--- config.mk ---
export PLATFORM = sky130hd
export DESIGN_NAME = lsu_align
export DESIGN_NICKNAME = d
export VERILOG_FILES = /design/src/rtl/lsu_align.sv
export SDC_FILE = /design/constraint.sdc
export NUM_CORES = 1
export LEC_CHECK = 0
export CAP_MARGIN = 20
export CORE_UTILIZATION = 35
export DETAILED_ROUTE_END_ITERATION = 10
export PLACE_DENSITY = 0.64
export SETUP_SLACK_MARGIN = 0.05
export SLEW_MARGIN = 20
export SYNTH_ARGS = -nofsm -noshare
export SYNTH_HDL_FRONTEND = slang
export SYNTH_SLANG_ARGS = --single-unit
--- constraint.sdc ---
create_clock -name clk -period 4.6 [get_ports clk]
set_clock_uncertainty 0.15 [all_clocks]
set_input_delay 1.38 -clock clk [delete_from_list [all_inputs] [get_ports clk]]
set_output_delay 1.38 -clock clk [all_outputs]
set_load 0.05 [all_outputs]
--- src/rtl/lsu_align.sv ---
`default_nettype none
// ============================================================================
//  Module   : lsu_align
//  Brief    : Load/store alignment unit in front of a 4-lane byte-writable,
//             word-addressed data memory with one-cycle registered read.
//             Stores: lane replication and byte write mask.
//             Loads : lane extraction with sign/zero extension.
//  Options  : LSU_MISALIGN_TRAP_EN - when defined, misaligned half/word
//             accesses are not performed and respond with resp_err=1.
//             When undefined, misaligned low address bits are cleared.
//  Revision : 1.0 - initial release
// ============================================================================
module lsu_align #(
  parameter int ADDR_W = 10
) (
  input  logic              clk,
  input  logic              rst_n,
  input  logic              req_valid,
  output logic              req_ready,
  input  logic              req_we,
  input  logic [1:0]        req_size,
  input  logic              req_unsigned,
  input  logic [ADDR_W+1:0] req_addr,
  input  logic [31:0]       req_wdata,
  output logic              resp_valid,
  output logic [31:0]       resp_rdata,
  output logic              resp_err,
  output logic [ADDR_W-1:0] MemAddress,
  output logic [31:0]       MemWriteData,
  output logic [3:0]        MemWriteMask,
  input  logic [31:0]       MemReadData
);

  typedef enum logic [1:0] {
    S_IDLE  = 2'd0,
    S_ISSUE = 2'd1,
    S_WAIT  = 2'd2,
    S_RESP  = 2'd3
  } state_t;

  state_t      state;
  state_t      state_next;

  // Request fields latched in the accepting cycle
  logic        lat_we;
  logic [1:0]  lat_size;
  logic        lat_unsigned;
  logic [1:0]  lat_off;
  logic        lat_err;

  // Decode of the incoming request
  logic        size_half;
  logic        size_word;
  logic [1:0]  eff_off;
  logic        misalign;
  logic [31:0] store_data;
  logic [3:0]  store_mask;

  // Load extraction
  logic [7:0]  load_byte;
  logic [15:0] load_half;
  logic [31:0] load_data;

  assign size_half = (req_size == 2'b01);
  assign size_word = req_size[1];

  // Effective lane offset, misalignment detection, store data/mask generation
  always_comb begin
    eff_off  = req_addr[1:0];
    misalign = 1'b0;
`ifdef LSU_MISALIGN_TRAP_EN
    if (size_word) begin
      misalign = |req_addr[1:0];
    end else if (size_half) begin
      misalign = req_addr[0];
    end
`else
    if (size_word) begin
      eff_off = 2'b00;
    end else if (size_half) begin
      eff_off[0] = 1'b0;
    end
`endif
    if (size_word) begin
      store_data = req_wdata;
      store_mask = 4'b1111;
    end else if (size_half) begin
      store_data = {2{req_wdata[15:0]}};
      store_mask = 4'b0011 << {eff_off[1], 1'b0};
    end else begin
      store_data = {4{req_wdata[7:0]}};
      store_mask = 4'b0001 << eff_off;
    end
    // Loads and trapped accesses never write memory
    if (!req_we || misalign) begin
      store_mask = 4'b0000;
    end
  end

  // Select the addressed lane(s) of the returned word and extend
  always_comb begin
    case (lat_off)
      2'd0:    load_byte = MemReadData[7:0];
      2'd1:    load_byte = MemReadData[15:8];
      2'd2:    load_byte = MemReadData[23:16];
      default: load_byte = MemReadData[31:24];
    endcase
    load_half = lat_off[1] ? MemReadData[31:16] : MemReadData[15:0];
    if (lat_size[1]) begin
      load_data = MemReadData;
    end else if (lat_size == 2'b01) begin
      load_data = {{16{load_half[15] & ~lat_unsigned}}, load_half};
    end else begin
      load_data = {{24{load_byte[7] & ~lat_unsigned}}, load_byte};
    end
  end

  // State register
  always_ff @(posedge clk or negedge rst_n) begin
    if (!rst_n) begin
      state <= S_IDLE;
    end else begin
      state <= state_next;
    end
  end

  // Next-state logic and handshake outputs
  always_comb begin
    state_next = state;
    req_ready  = 1'b0;
    resp_valid = 1'b0;
    case (state)
      S_IDLE: begin
        req_ready = 1'b1;
        if (req_valid) begin
          state_next = S_ISSUE;
        end
      end
      S_ISSUE: begin
        state_next = (lat_we || lat_err) ? S_RESP : S_WAIT;
      end
      S_WAIT: begin
        state_next = S_RESP;
      end
      default: begin
        resp_valid = 1'b1;
        state_next = S_IDLE;
      end
    endcase
  end

  // Request latch, registered memory port and response data
  always_ff @(posedge clk or negedge rst_n) begin
    if (!rst_n) begin
      lat_we       <= 1'b0;
      lat_size     <= 2'b00;
      lat_unsigned <= 1'b0;
      lat_off      <= 2'b00;
      lat_err      <= 1'b0;
      MemAddress   <= '0;
      MemWriteData <= 32'd0;
      MemWriteMask <= 4'b0000;
      resp_rdata   <= 32'd0;
      resp_err     <= 1'b0;
    end else begin
      case (state)
        S_IDLE: begin
          if (req_valid) begin
            lat_we       <= req_we;
            lat_size     <= req_size;
            lat_unsigned <= req_unsigned;
            lat_off      <= eff_off;
            lat_err      <= misalign;
            MemAddress   <= req_addr[ADDR_W+1:2];
            MemWriteData <= store_data;
            MemWriteMask <= store_mask;
          end
        end
        S_ISSUE: begin
          MemWriteMask <= 4'b0000;
          // Stores and trapped accesses respond straight after ISSUE
          if (lat_we || lat_err) begin
            resp_rdata <= 32'd0;
            resp_err   <= lat_err;
          end
        end
        S_WAIT: begin
          resp_rdata <= load_data;
          resp_err   <= 1'b0;
        end
        default: begin
        end
      endcase
    end
  end

endmodule
`default_nettype wire

; Word-level counts from Yosys, hierarchy flattened
; Index checks and enable logic that the tools add are counted.
[word_totals]
elab_cells = 54
out_inout_bits = 81
ff_bits = 87
[classes]
n_eq_ne = 8
muxes = 23
reduce_logical = 8
shift = 2
bitwise_logic = 3
[op_table]
columns = op, n
row1 = 2-to-1 mux 32 bit, 5
row2 = one-hot mux 32 bit (2 select lines), 1
row3 = one-hot mux 8 bit (3 select lines), 1
row4 = 2-to-1 mux 16 bit, 1
row5 = 2-to-1 mux 4 bit, 4
row6 = equality test 2 x 1 -> 1 bit (second input constant), 4
row7 = one-hot mux 4 bit (2 select lines), 1
row8 = 2-to-1 mux 1 bit, 7
row9 = one-hot mux 2 bit (3 select lines), 1
row10 = AND reduction 2 bit, 3
row11 = equality test 2 bit (second input constant), 2
row12 = logical NOT 2 bit, 2
row13 = inequality test 2 bit (second input constant), 2
row14 = nonzero test 2 bit, 2
row15 = << shifter 1 x 2 -> 4 bit (first input constant), 1
row16 = << shifter 2 x 2 -> 4 bit (first input constant), 1
row17 = OR reduction 3 bit, 1
row18 = AND 1 bit, 2
row19 = 2-to-1 mux 2 bit, 1
row20 = one-hot mux 1 bit (2 select lines), 1
row21 = inverter 1 bit, 1

; Depth between registers and ports, before layout
; Gate-level depths: netlist of run 1.
[depth]
word_depth = 9
mapped_depth = 8
depth_no_buf = 6

; Worst setup path before layout of run 1
; OpenSTA, ideal clock, no wires.
[synth_timing]
kind = in2reg
start = input port req_valid
end = register MemAddress[0]
path_stages = 4
required_time_ps = 4325
n_path_buf = 2
setup_slack_ps = 1848
arrival_time_ps = 2478
cell_sequence = nand2_1 > clkbuf_1 > buf_1 > mux2_2
[synth_via]
elab_chain_cells = 1
[synth_lines]
columns = element, line
row1 = from (decl), 18  ; input logic req_valid,
row2 = AND reduction 2 bit (no line), n/a
row3 = to (signal assigned), 174  ; MemAddress <= req_addr[ADDR_W+1:2];
row4 = to (decl), 28  ; output logic [ADDR_W-1:0] MemAddress,
; No other way between the ends.
; A chain may end at the register's enable or synchronous reset.

; Worst setup path after layout of run 1
[layout_timing]
start = register state[1]
end = output port req_ready
[layout_via]
elab_chain_cells = 2
[layout_lines]
columns = element, line
row1 = from (decl), 41  ; state_t state;
row2 = from (signal assigned), 123  ; state <= state_next;
row3 = logical NOT 2 bit, 132  ; case (state)
row4 = 2-to-1 mux 1 bit, 132
row5 = to (decl), 19  ; output logic req_ready,
; No other way between the ends.

==> impl_summary.log, run 1 <==
[metrics] CTS root buf: clkbuf_16
[metrics] Synth Register Bits: 86
[metrics] insertion delay of the later-clocked pin in the worst-skew pair: 330 ps
[metrics] fraction of the yosys area taken by sequential cells: 51.9%
[metrics] pwr/cell area: 806 mW/mm^2
[metrics] HPWL reported at the end of detailed placement: 8890 um
[metrics] area growth from synthesis to layout: 48.9%
[metrics] final-layout fill cell count: 1014
[metrics] number of buffer cells added on primary ports: 162
[metrics] antenna violation net count after detailed routing: 0
[metrics] final-report setup violation count: 0
[metrics] TritonCTS clock tree: done
[metrics] vias in the first global route: 3670
[metrics] Iteration-0 DRC Markers: between 100 and 150
[metrics] Setup WS post-layout: 1140 ps
[metrics] via count: 3610
[metrics] transition time at the pin with the least slew margin: 947 ps
[metrics] post-synth top area share: 51.9%
[metrics] post-detailed-placement cell area: 0.00589 sq mm
[metrics] combinational power share: 58.1%
[metrics] switching share of power: 48.0%
[metrics] post-route cell area: 0.00618 sq mm
[metrics] critical path data required time: 3070 ps
[metrics] initial antenna violation count: 0
[metrics] Final Critical Period: 3460 ps
[metrics] total inserted antenna cells: 0
[metrics] cell at the slowest stage of the critical path: clkdlybuf4s50_1
[metrics] Leakage: roughly 2.6 nW
[metrics] TritonCTS sink count: 86
[metrics] Post-Place Setup Slack: 1000 ps
[metrics] Horiz. Die Dim: 111 um
[metrics] all-layer global routing usage: 19.9%
[metrics] status: finished, final reports clean
[metrics] share of async-settable or async-resettable flops after synthesis: 100%
[metrics] cell-by-cell listing of the critical path: inv_1, ha_1, clkdlybuf4s50_1
[metrics] part of the power in registers: 27.8%
[metrics] total gr overflow: 0
[metrics] IO Pins: 164
[metrics] critical path peak fanout: 5
[metrics] number of buffers inserted by hold repair at cts: 0
[metrics] Warnings, synthesis: 0
[metrics] max-cap violation count: 0
[metrics] number of CTS-inserted buffers: 9
[metrics] net count after synthesis: 479
[metrics] endpoint kind of the worst setup timing path: primary output
[metrics] largest incremental delay on the critical path: 840 ps
[metrics] element type at the critical path start: flop
[metrics] layout cells sized above 1: about an eighth
[metrics] Total Nets Final: 631
[metrics] Die Outline Area: between 0.01 and 0.015 sq mm
[metrics] Remaining DRCs: 0
[metrics] Reg2Reg Depth: 4
[metrics] Bufs and invs on worst path: 2
[metrics] kind of critical path: reg -> out
[metrics] die boundary height: between 100 and 150 um
[metrics] Top FF cell, synth: dfrtp_1
[metrics] number of pins exceeding their max-slew limit in the final report: 0
[metrics] cell internal pwr: 0.00259 W
[metrics] highest clock frequency the design can meet: ~290 MHz
[metrics] Yosys cell types: 42
[metrics] total net switching power: 0.00239 W
[metrics] number of cell rows: 39
[metrics] wirelength, routed: 11800 um
[metrics] post-CTS setup buffer count: 0
[metrics] kind of cell adding the most delay to the critical path: buffers and inverters
[metrics] CTS Buffer Depth: 2
[metrics] DR WL/cell: 17.0 um
[metrics] post-route clock period utilization: 75.2%
[metrics] maximum number of pins on one net before global-route repair: 58
[metrics] share of the core filled with cells: between 50% and 60%
[metrics] total number of H-tree levels: 3
[metrics] placeable core region: 0.0115 sq mm
[metrics] Worst-path clk slew: 60 ps
[metrics] VDD IR max: about 0.5 mV
[metrics] Cells after Synth: 392
[metrics] number of hold violations in the final report: 0
[metrics] depth of the worst hold-timing path: 2
[metrics] number of synthesized flops with an enable pin: 0
[metrics] arrival time reported for the critical path endpoint: 1930 ps
[metrics] setup repair after global routing missed its margin: no
[metrics] cell types with the largest area share after synthesis: dfrtp_1, mux2_2, mux2i_1, nand2_1, o21ai_0
[metrics] critical path depth in cells: 3
[metrics] initial standard-cell utilization of the core: 36.2%
[metrics] Post-Synthesis Mean Instance Area: 10.6 sq um
[metrics] aggregate negative setup slack: 0 ps
[metrics] first-pass GRT wire length: 19200 um
[metrics] biggest area consumer among synthesized cells: dfrtp_1
[metrics] normalized max-slew margin: between 30% and 40%
[metrics] total iterations of the first detailed-routing run: 4
[metrics] Syn Std Cell Area: about 0.0041 sq mm
[metrics] classification of the worst-slack hold path: reg -> reg
[metrics] post-cts repair resize count: 0
[metrics] Clk network pwr share: 14.1%
[metrics] vias per cell: 5.22
[metrics] last weighted congestion value of the routability-driven placer: 0.824
-- worst register-to-register path: cells and delay by family, from the launching register on --
kind / cells / cell delay [ps]
simple gates: 1 / 80
compound gates: 2 / 1080
flops: 1 / 850
mux: 1 / 400
-- synthesized netlist by cell type, types with 4 or more instances --
| master | instances |
|---|---|
| nand2b_1 | 5 |
| a22oi_1 | 6 |
| nor2b_1 | 5 |
| a31o_2 | 6 |
| dfrtp_1 | 86 |
| ha_1 | 4 |
| a21oi_1 | 24 |
| clkbuf_1 | 17 |
| nor3_1 | 7 |
| nand3_1 | 5 |
| mux2i_1 | 23 |
| a221o_2 | 10 |
| a22o_1 | 8 |
| o32ai_1 | 6 |
| o21ai_0 | 35 |
| nor2_1 | 9 |
| mux2_2 | 23 |
| inv_1 | 12 |
| nand2_1 | 57 |
| buf_1 | 7 |
| a221o_1 | 6 |
| o31ai_1 | 4 |
-- metrics by stage --
stage                     total power (W)  cells  hold WS [ps]
after global placement            0.00425    676           311
after CTS                         0.00502    691           334
after detailed placement          0.00430    676           321
final                             0.00497    691           327
after floorplan                   0.00333    392           343
after global routing              0.00526    691           361
-- cells in the final DEF, fill, tap and decap left out, types with 2 or more instances in the layout --
| cell | n |
|---|---|
| mux2_2 | 23 |
| o32ai_1 | 6 |
| a21oi_1 | 24 |
| clkbuf_8 | 4 |
| clkdlybuf4s50_1 | 161 |
| nor3_1 | 7 |
| a221o_2 | 10 |
| a31o_2 | 6 |
| nand2b_1 | 5 |
| inv_1 | 12 |
| ha_1 | 4 |
| nand2_2 | 2 |
| o31ai_1 | 4 |
| nand3_1 | 5 |
| mux2i_1 | 23 |
| a22o_1 | 8 |
| a32o_1 | 2 |
| nand2_1 | 56 |
| nor2b_1 | 5 |
| dfrtp_1 | 86 |
| a22oi_1 | 6 |
| o22ai_1 | 2 |
| clkbuf_1 | 2 |
| buf_4 | 10 |
| clkbuf_16 | 9 |
| o21ai_0 | 34 |
| a221o_1 | 6 |
| nor2_1 | 9 |
| o211ai_1 | 3 |
-- area by class of cell --
type                       count  area (sq um)  share of cell area, %
clock buffer                  15           288                   4.66
inverter                      12          45.0                  0.729
tap                          143           179                   2.90
sequential                    86          2150                   34.8
multi-input combinational    264          1830                   29.6
timing repair buffer         171          1690                   27.3
-- layer usage --
layer / track usage (%) / up-vias / routed length (um)
met5: 0 / - / 0
met4: 8.18 / 0 / 201
met3: 7.27 / 12 / 1200
met2: 30.6 / 162 / 5280
met1: 25.3 / 1712 / 5090
li1: - / 1724 / -
-- cell families (layout without fill, tap and decap cells) --
kind of cell | Yosys count | count (layout) | synth area share [%]
AOI/OAI and AO/OA | 119 | 119 | 20.5
and+or+nand+nor | 93 | 93 | 9.77
DFF | 86 | 86 | 51.9
muxes | 47 | 47 | 12.3
buffers and inverters | 42 | 198 | 4.25
adders and majority gates | 4 | 4 | 1.21
other | 1 | 1 | 0.0904
-- path summary, 6_finish.rpt --
kind	slack, ps	end	start
max	1140	req_ready	state[1]$_DFFE_PN0P_
min	330	MemWriteData[19]$_DFFE_PN0P_	MemWriteData[19]$_DFFE_PN0P_
max reg2reg	1970	resp_rdata[22]$_DFFE_PN0P_	lat_off[1]$_DFFE_PN0P_
min reg2reg	330	MemWriteData[19]$_DFFE_PN0P_	MemWriteData[19]$_DFFE_PN0P_
max in group asynchronous	2630	resp_rdata[15]$_DFFE_PN0P_	rst_n
min in group asynchronous	950	resp_rdata[8]$_DFFE_PN0P_	rst_n
-- flip-flops by register name, summed over array words and instances (netlist names) --
| name | count |
|---|---|
| lat_size | 2 |
| lat_unsigned | 1 |
| state | 2 |
| MemWriteMask | 4 |
| MemAddress | 10 |
| resp_rdata | 32 |
| MemWriteData | 32 |
| lat_off | 2 |
| lat_we | 1 |
-- power by group through the flow --
stage	clock, W	combinational [W]	sequential (W)
2_1_floorplan	0	0.000963	0.00236
3_3_place_gp	0	0.00287	0.00138
3_5_place_dp	0	0.00290	0.00139
4_1_cts	0.000722	0.00291	0.00138
5_1_grt	0.000748	0.00308	0.00144
6_report	0.000703	0.00289	0.00138
No activity file was read; power rests on OpenSTA's default activity.
==> inputs of run 2 (changes only) <==
- clock period: 4.6 -> 3.6 ns (I/O delays scaled with it)
==> impl_summary.log, run 2 (synthesis gave the netlist of run 1 again) <==
[metrics] area growth from synthesis to layout: 49.5%
[metrics] critical path data required time: 2370 ps (-700 ps)
[metrics] element type at the critical path start: flop
[metrics] final-layout fill cell count: 1033 (+1.9%)
[metrics] endpoint kind of the worst setup timing path: primary output
[metrics] DR WL/cell: 17.0 um (+0.10%)
[metrics] arrival time reported for the critical path endpoint: 1950 ps (+20 ps)
[metrics] critical path peak fanout: 5 (unchanged)
[metrics] final-report setup violation count: 0 (unchanged)
[metrics] CTS root buf: clkbuf_16
[metrics] registers with the most flip-flops: MemWriteData x32, resp_rdata x32, MemAddress x10
[metrics] insertion delay of the later-clocked pin in the worst-skew pair: 340 ps (about the same)
[metrics] number of pins exceeding their max-slew limit in the final report: 0 (unchanged)
[metrics] post-layout instance count excluding filler cells: 690 (-0.14%)
[metrics] last weighted congestion value of the routability-driven placer: 0.835 (+1.4%)
[metrics] initial standard-cell utilization of the core: 36.2% (unchanged)
[metrics] Leakage: 2.63 nW (+0.22%)
[metrics] classification of the worst-slack hold path: reg -> reg
[metrics] max-cap violation count: 0 (unchanged)
[metrics] first-pass GRT wire length: 19200 um (about the same)
[metrics] cell at the slowest stage of the critical path: clkdlybuf4s50_1
[metrics] commonest cells after routing, fill and taps aside: clkdlybuf4s50_1, dfrtp_1, nand2_1, o21ai_0, a21oi_1
[metrics] number of cell rows: 39 (unchanged)
[metrics] initial antenna violation count: 0 (unchanged)
[metrics] TritonCTS sink count: 86 (unchanged)
[metrics] number of buffer cells added on primary ports: 162 (unchanged)
[metrics] worst hold-check slack: 329 ps (+1.85 ps)
[metrics] status: finished, final reports clean
[metrics] cell-by-cell listing of the critical path: inv_1, ha_1, clkdlybuf4s50_1
[metrics] via count: 3615 (+0.14%)
[metrics] TritonCTS clock tree: done
[metrics] placeable core region: 0.0115 sq mm (unchanged)
[metrics] Total Nets Final: 629 (-0.32%)
[metrics] CTS Buffer Depth: 2 (unchanged)
[metrics] normalized max-slew margin: 35.9% (-1.0 points)
[metrics] Worst-path clk slew: 60 ps (about the same)
[metrics] number of CTS-inserted buffers: 9 (unchanged)
[metrics] Remaining DRCs: 0 (unchanged)
[metrics] Placed Cells: 674 (-0.30%)
[metrics] number of hold violations in the final report: 0 (unchanged)
[metrics] wirelength, routed: 11800 um (about the same)
[metrics] post-CTS setup buffer count: 0 (unchanged)
[metrics] most common cell after layout, fill and taps aside: clkdlybuf4s50_1
[metrics] kind of critical path: reg -> out
[metrics] Reg2Reg Depth: 6 (+2)
[metrics] pwr/cell area: 1040 mW/mm^2 (+29%)
[metrics] depth of the worst hold-timing path: 2 (unchanged)
[metrics] highest clock frequency the design can meet: 315 MHz
[metrics] largest incremental delay on the critical path: 840 ps (about the same)
[metrics] layout cells sized above 1: 12.1% (-0.16 points)
[metrics] total inserted antenna cells: 0 (unchanged)
[metrics] vias per cell: 5.24 (+0.28%)
[metrics] IO Pins: 164 (unchanged)
[metrics] setup repair after global routing missed its margin: no
[metrics] post-route clock period utilization: 88.2%
[metrics] vias in the first global route: 3727 (+1.6%)
[metrics] total iterations of the first detailed-routing run: 4 (unchanged)
[metrics] maximum number of pins on one net before global-route repair: 66 (+14%)
[metrics] number of buffers inserted by hold repair at cts: 0 (unchanged)
[metrics] antenna violation net count after detailed routing: 0 (unchanged)
[metrics] Horiz. Die Dim: 111 um (unchanged)
[metrics] total gr overflow: 0 (unchanged)
[metrics] share of the core filled with cells: 54.1% (+0.22 points)
[metrics] transition time at the pin with the least slew margin: 962 ps (+14.9 ps)
[metrics] Final Total Pwr: 0.00642 W (+29%)
[metrics] all-layer global routing usage: 19.9% (about the same)
[metrics] aggregate negative setup slack: 0 ps (unchanged)
[metrics] HPWL reported at the end of detailed placement: 8730 um (-1.8%)
[metrics] post-cts repair resize count: 0 (unchanged)
[metrics] die boundary height: 111 um (unchanged)
[metrics] total number of H-tree levels: 3 (unchanged)
[metrics] Iteration-0 DRC Markers: 195 (+59%)
[metrics] Final Critical Period: around 3200 ps
[metrics] VDD IR max: 0.578 mV (+14%)
[metrics] Die Outline Area: 0.0123 sq mm (unchanged)
run 2: changes by cell type in the layout (fill, tap and decap cells not counted):
| cell | previous run | this run |
|---|---|---|
| buf_4 | 10 | 6 |
| buf_12 | 0 | 2 |
| clkbuf_8 | 4 | 2 |
| bufinv_16 | 0 | 1 |
| clkinv_2 | 0 | 1 |
| clkinvlp_4 | 0 | 1 |
run 2: worst paths after layout:
kind	from	slack, ps	endpoint
max	state[0]$_DFFE_PN0P_	420	req_ready
min	MemWriteData[25]$_DFFE_PN0P_	330	MemWriteData[25]$_DFFE_PN0P_
max reg2reg	state[1]$_DFFE_PN0P_	1360	resp_rdata[23]$_DFFE_PN0P_
min reg2reg	MemWriteData[25]$_DFFE_PN0P_	330	MemWriteData[25]$_DFFE_PN0P_
max in group asynchronous	rst_n	2080	resp_rdata[13]$_DFFE_PN0P_
min in group asynchronous	rst_n	550	resp_rdata[8]$_DFFE_PN0P_
run 2: routing by layer:
layer | global-route usage (%) | share of wire, %
met1 | 25.0 | 43
met2 | 29.2 | 43
met3 | 8.86 | 11
met4 | 9.07 | 2.6
met5 | 0 | 0
run 2: stage by stage:
| step | setup WS, ps | area (sq um) |
|---|---|---|
| 4_1_cts | 418 | 6200 |
| 3_5_place_dp | 317 | 5900 |
| 3_3_place_gp | 374 | 5900 |
| 2_1_floorplan | 1150 | 4150 |
| 6_report | 424 | 6200 |
| 5_1_grt | 325 | 6200 |
run 2: cell type report:
class                           instances  area, sq um  share of cell area (%)
Clock buffer                           13          260                    4.20
Sequential cell                        86         2150                    34.7
Multi-Input combinational cell        264         1830                    29.4
Tap cell                              143          179                    2.89
Inverter                               12         45.0                   0.726
Timing Repair Buffer                  169         1700                    27.4
Clock inverter                          3         42.5                   0.686
run 2: critical path: cells and delay by family, from the launching register on:
family | cells | cell delay [ps]
buffers and inverters | 2 | 940
adders and majority gates | 1 | 250
DFF | 1 | 410
run 2: power by group:
part | leakage, nW | internal, W | switching (W) | total (W)
clock | 0.146 | 0.000575 | 0.000381 | 0.000956
combinational | 1.41 | 0.00136 | 0.00237 | 0.00373
sequential | 1.08 | 0.00142 | 0.000320 | 0.00174
total | 2.63 | 0.00335 | 0.00307 | 0.00642
